File: src/rtl/alu_arbiter.sv
// Two-requester round-robin front end for a single shared WIDTH-bit ALU.
// Operands and results are registered, so each requester sees an IDLE -> EXEC -> RESP transaction.

module alu_arbiter_alu #(
    parameter int WIDTH = 8
) (
    input  logic [2:0]       opcode,
    input  logic [WIDTH-1:0] a,
    input  logic [WIDTH-1:0] b,
    output logic [WIDTH-1:0] result,
    output logic [3:0]       flags
);

    localparam logic [2:0] OP_ADD = 3'b000;
    localparam logic [2:0] OP_SUB = 3'b001;
    localparam logic [2:0] OP_AND = 3'b010;
    localparam logic [2:0] OP_OR  = 3'b011;
    localparam logic [2:0] OP_NOT = 3'b100;

    logic [WIDTH:0]   sum;
    logic [WIDTH-1:0] b_eff;
    logic             carry_in;
    logic             carry;
    logic             overflow;

    // SUB is A + ~B + 1, so carry-out of 1 means "no borrow".
    always_comb begin
        b_eff    = (opcode == OP_SUB) ? ~b : b;
        carry_in = (opcode == OP_SUB);
        sum      = {1'b0, a} + {1'b0, b_eff} + {{WIDTH{1'b0}}, carry_in};
        result   = '0;
        carry    = 1'b0;
        overflow = 1'b0;
        case (opcode)
            OP_ADD, OP_SUB: begin
                result   = sum[WIDTH-1:0];
                carry    = sum[WIDTH];
                overflow = (a[WIDTH-1] == b_eff[WIDTH-1]) && (sum[WIDTH-1] != a[WIDTH-1]);
            end
            OP_AND:  result = a & b;
            OP_OR:   result = a | b;
            OP_NOT:  result = ~a;
            default: result = '0;
        endcase
        flags = {(result == '0), result[WIDTH-1], carry, overflow};
    end

endmodule

// state | meaning
// IDLE  | arbitrating; ready offered to the granted requester
// EXEC  | latched operands drive the ALU; result captured into owner's rsp regs
// RESP  | owner's response held until its rsp_ready is sampled high
module alu_arbiter #(
    parameter int WIDTH = 8
) (
    input  logic             clk,
    input  logic             rst,

    input  logic             req0_valid,
    output logic             req0_ready,
    input  logic [2:0]       req0_opcode,
    input  logic [WIDTH-1:0] req0_a,
    input  logic [WIDTH-1:0] req0_b,

    input  logic             req1_valid,
    output logic             req1_ready,
    input  logic [2:0]       req1_opcode,
    input  logic [WIDTH-1:0] req1_a,
    input  logic [WIDTH-1:0] req1_b,

    output logic             rsp0_valid,
    input  logic             rsp0_ready,
    output logic [WIDTH-1:0] rsp0_result,
    output logic [3:0]       rsp0_flags,

    output logic             rsp1_valid,
    input  logic             rsp1_ready,
    output logic [WIDTH-1:0] rsp1_result,
    output logic [3:0]       rsp1_flags,

    output logic             busy
);

    typedef enum logic [1:0] {
        IDLE = 2'd0,
        EXEC = 2'd1,
        RESP = 2'd2
    } state_t;

    state_t           state;
    state_t           state_next;

    logic             last_grant;
    logic             owner;
    logic [2:0]       op_q;
    logic [WIDTH-1:0] a_q;
    logic [WIDTH-1:0] b_q;

    logic             grant;
    logic             accept;
    logic             rsp_done;

    logic [WIDTH-1:0] alu_result;
    logic [3:0]       alu_flags;

    alu_arbiter_alu #(
        .WIDTH (WIDTH)
    ) u_alu (
        .opcode (op_q),
        .a      (a_q),
        .b      (b_q),
        .result (alu_result),
        .flags  (alu_flags)
    );

    // On a tie the requester that did not win last time is granted.
    always_comb begin
        if (req0_valid && req1_valid) begin
            grant = ~last_grant;
        end else if (req0_valid) begin
            grant = 1'b0;
        end else begin
            grant = 1'b1;
        end
    end

    assign req0_ready = (state == IDLE) && (grant == 1'b0) && req0_valid;
    assign req1_ready = (state == IDLE) && (grant == 1'b1) && req1_valid;
    assign accept     = req0_ready || req1_ready;
    assign rsp_done   = owner ? rsp1_ready : rsp0_ready;
    assign busy       = (state != IDLE);

    always_ff @(posedge clk) begin
        if (rst) begin
            state <= IDLE;
        end else begin
            state <= state_next;
        end
    end

    always_comb begin
        state_next = state;
        case (state)
            IDLE: begin
                if (accept) begin
                    state_next = EXEC;
                end
            end
            EXEC: state_next = RESP;
            RESP: begin
                if (rsp_done) begin
                    state_next = IDLE;
                end
            end
            default: state_next = IDLE;
        endcase
    end

    always_ff @(posedge clk) begin
        if (rst) begin
            last_grant <= 1'b1;
            owner      <= 1'b0;
            op_q       <= '0;
            a_q        <= '0;
            b_q        <= '0;
        end else if (accept) begin
            last_grant <= grant;
            owner      <= grant;
            op_q       <= grant ? req1_opcode : req0_opcode;
            a_q        <= grant ? req1_a : req0_a;
            b_q        <= grant ? req1_b : req0_b;
        end
    end

    // Only the owner's response registers are ever written.
    always_ff @(posedge clk) begin
        if (rst) begin
            rsp0_valid  <= 1'b0;
            rsp0_result <= '0;
            rsp0_flags  <= '0;
            rsp1_valid  <= 1'b0;
            rsp1_result <= '0;
            rsp1_flags  <= '0;
        end else begin
            case (state)
                EXEC: begin
                    if (owner) begin
                        rsp1_valid  <= 1'b1;
                        rsp1_result <= alu_result;
                        rsp1_flags  <= alu_flags;
                    end else begin
                        rsp0_valid  <= 1'b1;
                        rsp0_result <= alu_result;
                        rsp0_flags  <= alu_flags;
                    end
                end
                RESP: begin
                    if (owner && rsp1_ready) begin
                        rsp1_valid <= 1'b0;
                    end
                    if (!owner && rsp0_ready) begin
                        rsp0_valid <= 1'b0;
                    end
                end
                default: ;
            endcase
        end
    end

endmodule

File: config.mk
export PLATFORM = sky130hd
export DESIGN_NAME = alu_arbiter
export DESIGN_NICKNAME = d
export VERILOG_FILES = /design/src/rtl/alu_arbiter.sv
export SDC_FILE = /design/constraint.sdc
export NUM_CORES = 1
export LEC_CHECK = 0
export ABC_AREA = 1
export BUFFER_PORTS_ARGS = -buffer_cell sky130_fd_sc_hd__buf_2
export CAP_MARGIN = 15
export CORE_MARGIN = 2
export CORE_UTILIZATION = 23
export CTS_CLUSTER_DIAMETER = 40
export DETAILED_ROUTE_END_ITERATION = 10
export GPL_TIMING_DRIVEN = 0
export PLACE_DENSITY_LB_ADDON = 0.08
export SETUP_SLACK_MARGIN = 0.1
export SYNTH_ARGS = -nofsm -noshare
export SYNTH_HDL_FRONTEND = slang
export SYNTH_SLANG_ARGS = --single-unit
File: constraint.sdc
create_clock -name clk -period 2.9 [get_ports clk]
set_clock_uncertainty 0.05 [all_clocks]
set_input_delay 0.29 -clock clk [delete_from_list [all_inputs] [get_ports clk]]
set_output_delay 0.29 -clock clk [all_outputs]
set_load 0.03 [all_outputs]
# ---- Word level (Yosys, flattened, before mapping)
# Cells that the tools add are included.
dict set report word_totals {
  output_inout_bits 29
  regBits 49
}
dict set report classes {
  add_sub_neg 2
  n_reduce_logical 21
  n_eq_ne 14
  mux 19
  bitwise 7
}
# cell count
set ops {}
lappend ops {{$pmux W8 S4} 1}
lappend ops {{$mux W8} 3}
lappend ops {{$not A8 Y8} 2}
lappend ops {{$ne A2 B2 Y1 const B} 6}
lappend ops {{$add A8 B8 Y9} 1}
lappend ops {{$add A9 B1 Y9} 1}
lappend ops {{$mux W1} 9}
lappend ops {{$and A8 B8 Y8} 1}
lappend ops {{$logic_and A1 B1 Y1} 8}
lappend ops {{$logic_not A8 Y1} 1}
lappend ops {{$or A8 B8 Y8} 1}
lappend ops {{$eq A3 B2 Y1 const B} 2}
lappend ops {{$pmux W2 S3} 1}
lappend ops {{$reduce_and A2 Y1} 3}
lappend ops {{$reduce_and A3 Y1} 2}
lappend ops {{$mux W2} 2}
lappend ops {{$pmux W1 S2} 2}
lappend ops {{$reduce_bool A2 Y1} 2}
lappend ops {{$eq A3 B1 Y1 const B} 1}
lappend ops {{$eq A3 B3 Y1 const B} 1}
lappend ops {{$logic_not A3 Y1} 1}
lappend ops {{$mux W3} 1}
lappend ops {{$not A1 Y1} 3}
lappend ops {{$eq A2 B1 Y1 const B} 1}
lappend ops {{other kinds (7)} 7}

# ---- Longest topological paths before layout
dict set report logic_depth {
  word_depth 8
  mapped_depth 17
}

# ---- By module
# A second synthesis with hierarchy kept.
dict set report hier_totals {
  hier_cells 466
  area_unflattened_um2 3057.9
}
# module cells_each area_each_um2 instances
set by_module_without_submodules {}
lappend by_module_without_submodules {alu_arbiter 303 2112.0 1}
lappend by_module_without_submodules {alu_arbiter_alu 163 945.9 1}

# ---- Least setup slack after synthesis
# Ideal clock, no wire load.
dict set report synth_timing {
  path_kind {register to register}
  start {register op_q[2]}
  end {register rsp0_flags[3]}
  setup_ns 0.070
  path_buffers 2
  path_stages_with_launch 18
  path_slack_ns 0.458
  arrival_time_ns 2.322
  cell_sequence {dfxtp_1 -> buf_6 -> nor2_4 -> buf_6 -> nand2_1 -> xor2_1 -> fa_1 -> inv_1 -> nand2_1 -> nand3_2 -> nand2_1 -> nor2_2 -> nand3_1 -> nor2_1 -> nand3_1 -> nor2_1 -> nand2_1 -> a21oi_1}
}
dict set report synth_via {
  elab_chain_len 6
  elab_cells_between_ends 11
}
# item line_no
set synth_rtl {}
lappend synth_rtl {{start, declared} 96} ;# logic [2:0] op_q;
lappend synth_rtl {{start signal, assigned} 170} ;# op_q <= grant ? req1_opcode : req0_opcode;
lappend synth_rtl {{$eq A3 B1 Y1} {28, 29, 34}}
lappend synth_rtl {{$mux W8} 28} ;# b_eff = (opcode == OP_SUB) ? ~b : b;
lappend synth_rtl {{$add A8 B8 Y9} 30} ;# sum = {1'b0, a} + {1'b0, b_eff} + {{WIDTH{1'b0}}, carry_in};
lappend synth_rtl {{$add A9 B1 Y9} 30}
lappend synth_rtl {{$pmux W8 S4 *} 34} ;# case (opcode)
lappend synth_rtl {{$logic_not A8 Y1 *} 45} ;# flags = {(result == '0), result[WIDTH-1], carry, overflow};
lappend synth_rtl {{end signal, assigned} 195} ;# rsp0_flags <= alu_flags;
lappend synth_rtl {{end, declared} 75} ;# output logic [3:0] rsp0_flags,
# Mark *: on every way between the ends. The rest lies on a longest branch, timed or not.
# A chain may end at the register's enable or synchronous reset.

# ---- Final worst setup path
# Ends and elaborated chain as after synthesis.

==> run summary <==
First-pass DRT Iterations: 4
DR iter-0 viols: 161
synthesized flop and latch total: 47
Compound-Gate Fraction of Synth Area: 0.2194
Final Wtd Congestion: 0.7399
worst-path fanout max: 10
combinational family with the most area after synthesis: simple AND/OR/NAND/NOR gates
register area: 940.9 um2
total vias in the final route: 2,755
adder-cell area share of the yosys netlist: 0.07833
Synth Net Count: 471
number of global-route vias before repair: 2,591
Worst EP arrival: 2710 ps
core area: 11,960 um2
synth warn: 0
DRC violations left: 0
top post-synthesis cells by area: dfxtp_1, nor2_1, o21ai_0, inv_1, a211oi_1
worst slew pin tran: 600.4 ps
port bufs: 72
hold depth: 3
Synth Area per Inst: 6.857 um2
placed cell count: 629
Layout fillers: 1,316
non-filler instance count after layout: 637
drt total wl: 7.828 mm
post-synthesis mux area share: 0
R2R cell count: 15
CTS tree: yes
peak supply drop: 0.2741 mV
Num CTS Buffers: 5
simple-gate portion of the synthesized area: 0.2234
I/O pins: 73
first-pass GRT wire length: 13.01 mm
Max Buffers Root-to-Sink: 2
final setup TNS: 0 ps
clk root buf: clkbuf_16
synthesized area: 2811 um2
antenna violations before repair: 0
period utilization: 0.8734
maximum clock frequency: 394.8 MHz
Reg clk slew, reported paths: 70 ps
wire per inst: 12.29 um
Total GRT Usage: 0.1253
dpl ws: -19.27 ps
die area: 13,120 um2
Rows: 40
crit start category: flop
post-route minimum period: 2533 ps
chip width: 114.6 um
largest net degree at the start of global routing: 16
final hold viol count: 0
Setup Fix Bufs, Post-CTS: 0
Worst Path Required: 3070 ps
EDFF count, synth: 0
Power per Cell Area: 1048 nW/um2
Die Y: 114.6 um
gr ovfl total: 0
outcome: complete, no violations
DR vias/cell: 4.325
multi-input logic area: 1560 um2
Syn Inst Count: 410
synth-to-layout area growth: 25.68%
cell taking the most area after synthesis: dfxtp_1
Starting Density: 0.2350
Final Util: 0.2954
RSZ-0062 raised after global routing: false
Final ANT Viol Nets: 0
fin worst setup slack: 367.2 ps
xor and xnor area share after synthesis: 0.02492
Nets: 550
H-Tree Depth: 2
WS Path Type: reg2reg
Post-DP HPWL: 6.369 mm
setup violators final: 0
top cell type's share of synthesized area: 0.3347
total clock sinks: 47
ys flop type: dfxtp_1
Max-Cap Viols: 0
Synth async-reset ratio: 0
Max-slew headroom: 0.5997
ant diodes: 0
leak pwr: 1.837 nW
path type of the worst min-delay path: in2reg
layout cell share with drive strength beyond 1: 0.2102
register area share after synthesis: 0.3347
crit path capture type: flop
Worst-Skew Late Latency: 290 ps
Slew Limit Fails: 0
count of cell types in the netlist: 30
[flip-flops by register name, indices dropped and copies added, names as in the netlist]
| name | cells |
|---|---|
| a_q | 8 |
| b_q | 8 |
| rsp0_result | 7 |
| rsp1_result | 7 |
| rsp0_flags | 4 |
| rsp1_flags | 4 |
| op_q | 3 |
| state | 2 |
| last_grant | 1 |
| owner | 1 |
| rsp0_valid | 1 |
| rsp1_valid | 1 |
[synthesized netlist by cell type (2+ instances only)]
master,number
buf_4,3
a211oi_1,28
nor2_1,65
a31oi_1,4
inv_2,2
o21a_1,2
inv_1,60
ha_1,16
nor2_2,3
a21oi_1,24
buf_2,4
dfxtp_1,47
xnor2_1,5
buf_6,2
xor2_1,3
nand2_1,55
nand3_1,20
nand4_1,2
o21ai_0,46
clkbuf_1,9
[cell type report]
class | count | share of cell area
inverters | 63 | 0.06693
clock buffers | 6 | 0.03931
multi-input cells | 282 | 0.4416
well taps | 147 | 0.05205
clock inverters | 2 | 0.003895
repair buffers | 72 | 0.1020
plain buffers | 18 | 0.02797
flip-flops and latches | 47 | 0.2663
[cells in the final DEF, fill, tap and decap left out, drive strengths merged]
cell type  Yosys  final
nand4          2      2
a31oi          4      4
nor2          69     69
or2            1      1
nand2         56     56
o21ai         47     47
xor2           3      3
ha            16     16
a211oi        28     28
clkbuf         9     15
o21a           2      2
dfxtp         47     47
xnor2          5      5
nor3           1      1
nand3b         1      1
fa             1      1
buf            9     81
a21oi         24     24
o211ai         1      1
inv           62     63
nand3         21     21
clkinv         1      2
[report_power, final]
part	internal (W)	total, W	switching [W]
Clock	0.000345	0.000606	0.000260
Sequential	0.000850	0.00101	0.000158
Combinational	0.000716	0.00209	0.00137
[worst paths after layout]
path              start             to  slack (ps)
max             op_q[2]  rsp0_flags[3]         370
min reg2reg  last_grant     last_grant         440
min           req1_b[4]         b_q[4]         190
max reg2reg     op_q[2]  rsp0_flags[3]         370
[metrics by stage]
step	hold WS (ps)	cell area [um2]	total power (W)
6_report	188.6	3533	0.003704
3_5_place_dp	432.3	3356	0.003105
3_3_place_gp	430.8	3356	0.003107
2_1_floorplan	383.7	2811	0.002516
4_1_cts	184.5	3511	0.003739
5_1_grt	211.6	3533	0.004099
[layer usage]
layer / global-route usage / routed length [um] / share of wire / up-vias
met4: 0.03171 / 93 / 0.012 / 0
met1: 0.1759 / 4021 / 0.51 / 1202
met5: 0 / 0 / 0 / -
met3: 0.02276 / 255 / 0.033 / 6
met2: 0.1976 / 3458 / 0.44 / 56
li1: - / - / - / 1491
[logic make-up after synthesis]
group | count (synthesis)
compound gates | 106
xor+xnor | 8
fa+ha+maj | 17
buf+inv | 81
flops | 47
simple gates | 151
[critical path, stage by stage (launching register included)]
cell and delay (ps):
dfxtp_1 310, buf_6 130, nor2_4 110, buf_6 160
nand2_4 120, xnor2_1 150, ha_1 380, a21oi_1 120
or2_2 300, nand3_1 100, nand2_1 60, nand3_1 60
nand2_1 100, nor2_1 110, nand2_1 90, a21oi_1 120
[what timing repair did]
item	4_1_cts	5_1_grt
endpoints found under the hold margin	0	0
setup endpoints to repair	2	3
hold buffers	0	0
gates resized for setup	1	5
cloned	0	0
Power figures use the tool's default switching activity.
